--- src/rtl/seg_scan_ctrl.sv ---
// Four-digit 7-segment scan: debounced per-digit enables, blank gap before each digit slot.
// Latency: seg/an registered, change on the slot/state edge; req->req_stable = 2 sync + DEBOUNCE_CYC cycles.
// Backpressure: none; free-running scan, frame period fixed at 4*REFRESH_DIV cycles.
module seg_scan_ctrl #(
  parameter int REFRESH_DIV  = 100000,
  parameter int BLANK_CYC    = 16,
  parameter int DEBOUNCE_CYC = 1000000
) (
  input  logic        clk,
  input  logic        rst_n,
  input  logic [3:0]  req,
  input  logic [31:0] digit_seg,
  output logic [7:0]  seg,
  output logic [3:0]  an,
  output logic        frame_done,
  output logic [3:0]  req_stable
);

  localparam int SW = (REFRESH_DIV > 1) ? $clog2(REFRESH_DIV) : 1;
  localparam int DW = (DEBOUNCE_CYC > 1) ? $clog2(DEBOUNCE_CYC) : 1;
  localparam logic [SW-1:0] SLOT_LAST  = SW'(REFRESH_DIV - 1);
  localparam logic [SW-1:0] BLANK_LAST = SW'(BLANK_CYC - 1);
  localparam logic [DW-1:0] DEB_LAST   = DW'(DEBOUNCE_CYC - 1);

  typedef enum logic {BLANK, SHOW} state_t;

  logic [3:0]    req_m, req_s, req_p;
  logic [DW-1:0] deb_cnt [4];
  logic [SW-1:0] slot_cnt;
  logic [1:0]    idx;
  state_t        state, state_nxt;
  logic          en, en_nxt;
  logic [7:0]    pat, pat_nxt, seg_nxt;
  logic [3:0]    an_nxt, an_sel;
  logic [7:0]    cur_pat;

  always_ff @(posedge clk or negedge rst_n) begin
    if (!rst_n) begin
      req_m <= '0;
      req_s <= '0;
      req_p <= '0;
    end else begin
      req_m <= req;
      req_s <= req_m;
      req_p <= req_s;
    end
  end

  // Any edge on the synchronised request restarts its stability count.
  always_ff @(posedge clk or negedge rst_n) begin
    if (!rst_n) begin
      for (int i = 0; i < 4; i++) deb_cnt[i] <= '0;
      req_stable <= '0;
    end else begin
      for (int i = 0; i < 4; i++) begin
        if (req_s[i] != req_p[i]) begin
          deb_cnt[i] <= '0;
        end else if (deb_cnt[i] != DEB_LAST) begin
          deb_cnt[i] <= deb_cnt[i] + 1'b1;
          if (deb_cnt[i] == DEB_LAST - 1'b1) req_stable[i] <= req_s[i];
        end else begin
          req_stable[i] <= req_s[i];
        end
      end
    end
  end

  always_ff @(posedge clk or negedge rst_n) begin
    if (!rst_n) begin
      slot_cnt <= '0;
      idx      <= '0;
    end else if (slot_cnt == SLOT_LAST) begin
      slot_cnt <= '0;
      idx      <= idx + 1'b1;
    end else begin
      slot_cnt <= slot_cnt + 1'b1;
    end
  end

  assign an_sel  = ~(4'b0001 << idx);
  assign cur_pat = digit_seg[{idx, 3'b000} +: 8];

  // Enable and pattern are captured once per slot so a digit never tears mid-slot.
  always_comb begin
    state_nxt = state;
    en_nxt    = en;
    pat_nxt   = pat;
    seg_nxt   = 8'hFF;
    an_nxt    = 4'hF;
    case (state)
      BLANK: begin
        if (slot_cnt == BLANK_LAST) begin
          state_nxt = SHOW;
          en_nxt    = req_stable[idx];
          pat_nxt   = cur_pat;
          if (en_nxt) begin
            seg_nxt = pat_nxt;
            an_nxt  = an_sel;
          end
        end
      end
      SHOW: begin
        if (slot_cnt == SLOT_LAST) begin
          state_nxt = BLANK;
        end else if (en) begin
          seg_nxt = pat;
          an_nxt  = an_sel;
        end
      end
      default: state_nxt = BLANK;
    endcase
  end

  always_ff @(posedge clk or negedge rst_n) begin
    if (!rst_n) begin
      state      <= BLANK;
      en         <= 1'b0;
      pat        <= 8'hFF;
      seg        <= 8'hFF;
      an         <= 4'hF;
      frame_done <= 1'b0;
    end else begin
      state      <= state_nxt;
      en         <= en_nxt;
      pat        <= pat_nxt;
      seg        <= seg_nxt;
      an         <= an_nxt;
      frame_done <= (slot_cnt == SLOT_LAST) && (idx == 2'd3);
    end
  end

endmodule
--- config.mk ---
export PLATFORM = sky130hd
export DESIGN_NAME = seg_scan_ctrl
export DESIGN_NICKNAME = d
export VERILOG_FILES = /design/src/rtl/seg_scan_ctrl.sv
export SDC_FILE = /design/constraint.sdc
export NUM_CORES = 1
export LEC_CHECK = 0
export CAP_MARGIN = 20
export CORE_UTILIZATION = 25
export CTS_CLUSTER_SIZE = 28
export DETAILED_ROUTE_END_ITERATION = 12
export PLACE_DENSITY = 0.5
export SYNTH_ARGS = -nofsm -noshare
export SYNTH_HDL_FRONTEND = slang
export SYNTH_SLANG_ARGS = --single-unit
--- constraint.sdc ---
create_clock -name clk -period 1.7 [get_ports clk]
set_input_delay 0.51 -clock clk [delete_from_list [all_inputs] [get_ports clk]]
set_output_delay 0.51 -clock clk [all_outputs]
set_load 0.03 [all_outputs]
Word level (Yosys, flattened, before mapping)
Index checks and enable logic that the tools add are counted.

word-level totals
  register bits after elaboration = 138
  bits in latches = 0
  memory bits (writable) = 0
  memory bits (read-only) = 0
  input port bits = 38
  word-level logic and storage cells = 95
  memories kept = 0

cells by class
  $add $sub $neg = 6
  $mul = 0
  div/mod/pow operators = 0
  order comparisons = 1
  equal/unequal tests = 19
  shift-type cells = 2
  mux-type cells = 32
  bitwise gates (word level) = 6
  reductions and logical operators = 10

operators by type and width
  operator                 number
  $mux W20                 8
  $add A20 B1 Y20 const B  4
  $eq A20 B20 Y1 const B   4
  $ne A20 B20 Y1 const B   4
  $mux W8                  4
  $shiftx A32 B6 Y8        1
  $add A17 B1 Y17 const B  1
  $eq A17 B17 Y1 const B   1
  $eq A17 B4 Y1 const B    1
  $mux W17                 1
  $mux W4                  4
  $pmux W8 S2              1
  $mux W1                  11
  $reduce_and A2 Y1        5
  $ne A2 B1 Y1 const B     4
  $pmux W4 S2              1
  $reduce_bool A2 Y1       4
  $not A1 Y1               5
  $ne A1 B1 Y1             4
  $not A4 Y4               1
  $shl A1 B2 Y4 const A    1
  $lt A2 B3 Y1 const B     1
  $add A2 B1 Y2 const B    1
  $bmux W1 S2              1
  3 further kinds          3

Depth between registers and ports, before layout
  depth after elaboration = 5
  depth in mapped cells = 7
  gate-level depth less buffers = 7

Worst setup path after synthesis
No wires, ideal clock.

  path type = reg-to-reg
  from = register slot_cnt[0]
  to = register pat[0]
  setup time = 0.082 ns
  arrival time = 1.526 ns
  data required time = 1.618 ns
  slack = 0.092 ns
  cell stages (with the launch flop) = 6
  buffers on the path = 0
  period minus slack after synthesis = 1.608 ns
  cells stage by stage = dfrtp_1 ha_1 and3_1 and3_1 nand3_2 mux2_2

on the way
  longest elaborated chain between the ends = 2

ends and longest elaborated chain
  item                                line  source
  start: declaration                  29    logic [SW-1:0] slot_cnt;
  start signal: assignment            76    slot_cnt <= slot_cnt + 1'b1;
  $eq A17 B4 Y1                       92    if (slot_cnt == BLANK_LAST) begin
  $reduce_and A2 Y1 (no source line)  n/a
  end signal: assignment              125   pat <= pat_nxt;
  end: declaration                    33    logic [7:0] pat, pat_nxt, seg_nxt;

No other way between the ends.
A chain may end at the register's enable or synchronous reset.

Final worst setup path
  from = register req_stable[2]
  to = output req_stable[2]

RTL lines
  item                              line  source
  start: declaration                16    output logic [3:0] req_stable
  start signal: indexed assignment  60    if (deb_cnt[i] == DEB_LAST - 1'b1) req_stable[i] <= req_s[i];
  start signal: indexed assignment  62    req_stable[i] <= req_s[i];

No word-level cell between the ends.

==> out/metrics.cfg <==
[power]
comb_power_share_pct = 7.1
switching_share_pct = 22.9
finalPower_mw = 7.40
max-vdd-ir-drop_v = 0.000510
seqPwrFrac_pct = 46.2
power.switching_mw = 1.70
pwr-share-clk_pct = 46.7
powerDensity_mw_per_mm2 = 804
leakagePower_nw = 3.94
p_int_mw = 5.70

[finish]
multi_input_area_mm2 = 0.00329
final_nets = 835
stdcell_count = 1132
final-seq-area_mm2 = 0.00348
antenna-diode-count = 0
drive_above_1_share_pct = 29.9
fillers = 2653
syn_to_final_growth_pct = 36.5

[logic_synthesis]
synth_area_leaders = dfrtp_1, dfstp_2, xor2_1, nor2_1, xnor2_1
ys_ff_latch = 138
yosysMostFrequentCell = dfrtp_1
syn_area_mm2 = 0.00674
avgSynthCellArea_um2 = 10.9
synth-edff-count = 0
yosysTopAreaCellShare_pct = 43.8
yosysSeqAreaShare_pct = 51.6
ys_warn_count = 0
syn_nets = 669
synth_commonest_cells = dfrtp_1, nor2_1, xor2_1, nand2_1
async_flop_share_pct = 100
synth_cell_types = 52
yosys.area.top_type = dfrtp_1
ys.flop_type = dfrtp_1
synthCells = 618

[worst_setup_path]
path_cells = buf_4, buf_12
crit_path_end_kind = primary output
worstPathArrival_ns = 1.14
required_ns = 1.19
cp_num_buf_inv = 2
reg2reg_depth = 5
cp_top_family = flip-flops
crit_type = flip-flop to primary output
crit_fanout = 3
start_kind = flip-flop
slowest_delay_ns = 0.42
cp.depth = 2
slowest_stage = dfrtp_1

[floorplan]
dieWidth_um = 166
die_h_um = 166
rows = 59
coreArea_mm2 = 0.0263
die_area_mm2 = 0.0276
num_io_pins = 55
initial_core_util_pct = 25.7

[min_path]
min_path_type = flip-flop to flip-flop
worstHoldPathCells = 0

[drt]
wl_met2_um = 7100
vias_per_cell = 4.51
maxUsedRoutingLayer = met4
first_pass_iters = 8
drt-initial-drc-count = 267
ant_nets = 0
post_drt_wl_per_cell_um = 13.9
drc = 6
vias = 5101
dr_wl_met3_um = 501
wl_met1_um = 7990
routed_wl_um = 15800

[grt]
grt_use_total_pct = 11.8
grt_pass1_vias = 4931
grt_max_degree = 44
grt_pass1_wl_um = 25700
antenna_found_initial = 0
overflow = 0

[placement]
numPlacedInstances = 1087
routabilityCongestion = 0.773
io_buffers = 54
hpwl_um = 11200
pre_cts_ws_ns = -0.191

[timing]
finalHoldViolCount = 0
tightest_slew_ns = 0.378
setup_violations = 0
fmax_mhz = 606
skew_ns = 0.0139
finalWorstSetupSlack_ns = 0.0503
rsz0062_at_grt = yes
drv_slew = 0
relSlewSlack_pct = 74.6
layout_min_cycle_time_ns = 1.65
timing.final.crit_share_pct = 97.0

[clock_tree]
cts_sinks = 138
clock_insertion_delay_worst_skew_ns = 0.42
cts_buffers = 17
cts_tree = yes
cts-root-buf = clkbuf_16
htree_levels = 4
clock_path_buffers = 2
clk_pin_slew_ns = 0.06

[status]
run_status = finished, violations left
violations = design-rule violations

[job]
drv_cap = 0

[path summary, 6_finish.rpt]
kind	startpoint	to	slack, ns
worst max register to register	deb_cnt[40]	deb_cnt[50]	0.07
worst min-delay path	req_m[0]	req_s[0]	0.35
min in group asynchronous	rst_n	idx[1]	0.53
max in group asynchronous	rst_n	seg[5]	0.59
worst min register to register	req_m[0]	req_s[0]	0.35
worst max-delay path	req_stable[2]	req_stable[2]	0.05
[stage by stage]
step	hold WS, ns	TNS, ns	area [um2]	util [%]
after floorplan	0.214	0	6740	-
after global placement	0.333	-1.09	8410	32.0
after detailed placement	0.337	-1.15	8410	32.0
after CTS	0.350	0	8970	34.2
after global routing	0.353	-0.187	9200	35.0
final	0.347	0	9200	35.0
[routing by layer]
layer	vias up	global-route usage, %
li1	2521	-
met1	2500	16.8
met3	11	2.76
met2	69	17.4
met4	0	4.11
met5	-	0
[power groups by stage]
stage                     clock network (mW)  registers, mW  logic [mW]
final                                   3.46           3.42       0.529
after global routing                    3.72           3.42       0.596
after CTS                               3.56           3.41       0.529
after detailed placement                   0           3.47       0.525
after global placement                     0           3.47       0.523
after floorplan                            0           3.49       0.184
[sequential cells by signal (all words and copies together), names as in the netlist]
signal      cells
deb_cnt        80
slot_cnt       17
pat             8
seg             8
an              4
req_m           4
req_p           4
req_s           4
req_stable      4
idx             2
en              1
frame_done      1
state           1
[cell type report]
cell class | instances | area share (%)
sequential | 138 | 37.8
tap | 335 | 4.55
multi-input combinational | 452 | 35.8
clock inverter | 8 | 0.802
clock buffer | 24 | 5.13
timing repair buffer | 161 | 15.4
inverter | 14 | 0.571
[layout by cell type, fill, tap and decap left out, types with 7 or more instances in the layout]
cell type          n
a31oi_1            7
mux2_2             8
xor2_1            48
buf_12             8
xnor2_1           33
mux4_2             9
and3_1            13
clkbuf_16         17
dfrtp_1          118
a21oi_1           11
o22a_1             8
nor3_1            11
clkdlybuf4s50_1   36
buf_4            112
nand2_1           46
o21ai_0           14
and4_1             9
nand3_1           30
nand4_1           18
dfstp_2           20
nor2_1            95
inv_1             14
ha_1              11
[what timing repair did]
| item | 4_1_cts | 5_1_grt |
|---|---|---|
| setup buffers | 1 | 11 |
| pin swaps | 1 | 13 |
| endpoints found under the setup margin | 22 | 60 |
| gates resized for setup | 6 | 29 |
| endpoints found under the hold margin | 19 | 0 |
| hold buffers | 1 | 0 |
[cell families after synthesis]
| family | Yosys count | share of synthesized area (%) |
|---|---|---|
| AOI/OAI and AO/OA | 53 | 5.59 |
| xor gates and xnor gates | 81 | 10.5 |
| adders and majority gates | 13 | 2.41 |
| buffers and inverters | 28 | 1.74 |
| DFF | 138 | 51.6 |
| muxes | 17 | 4.34 |
| and+or+nand+nor | 288 | 23.8 |
Note: power is estimated with default switching activity, not from simulation.
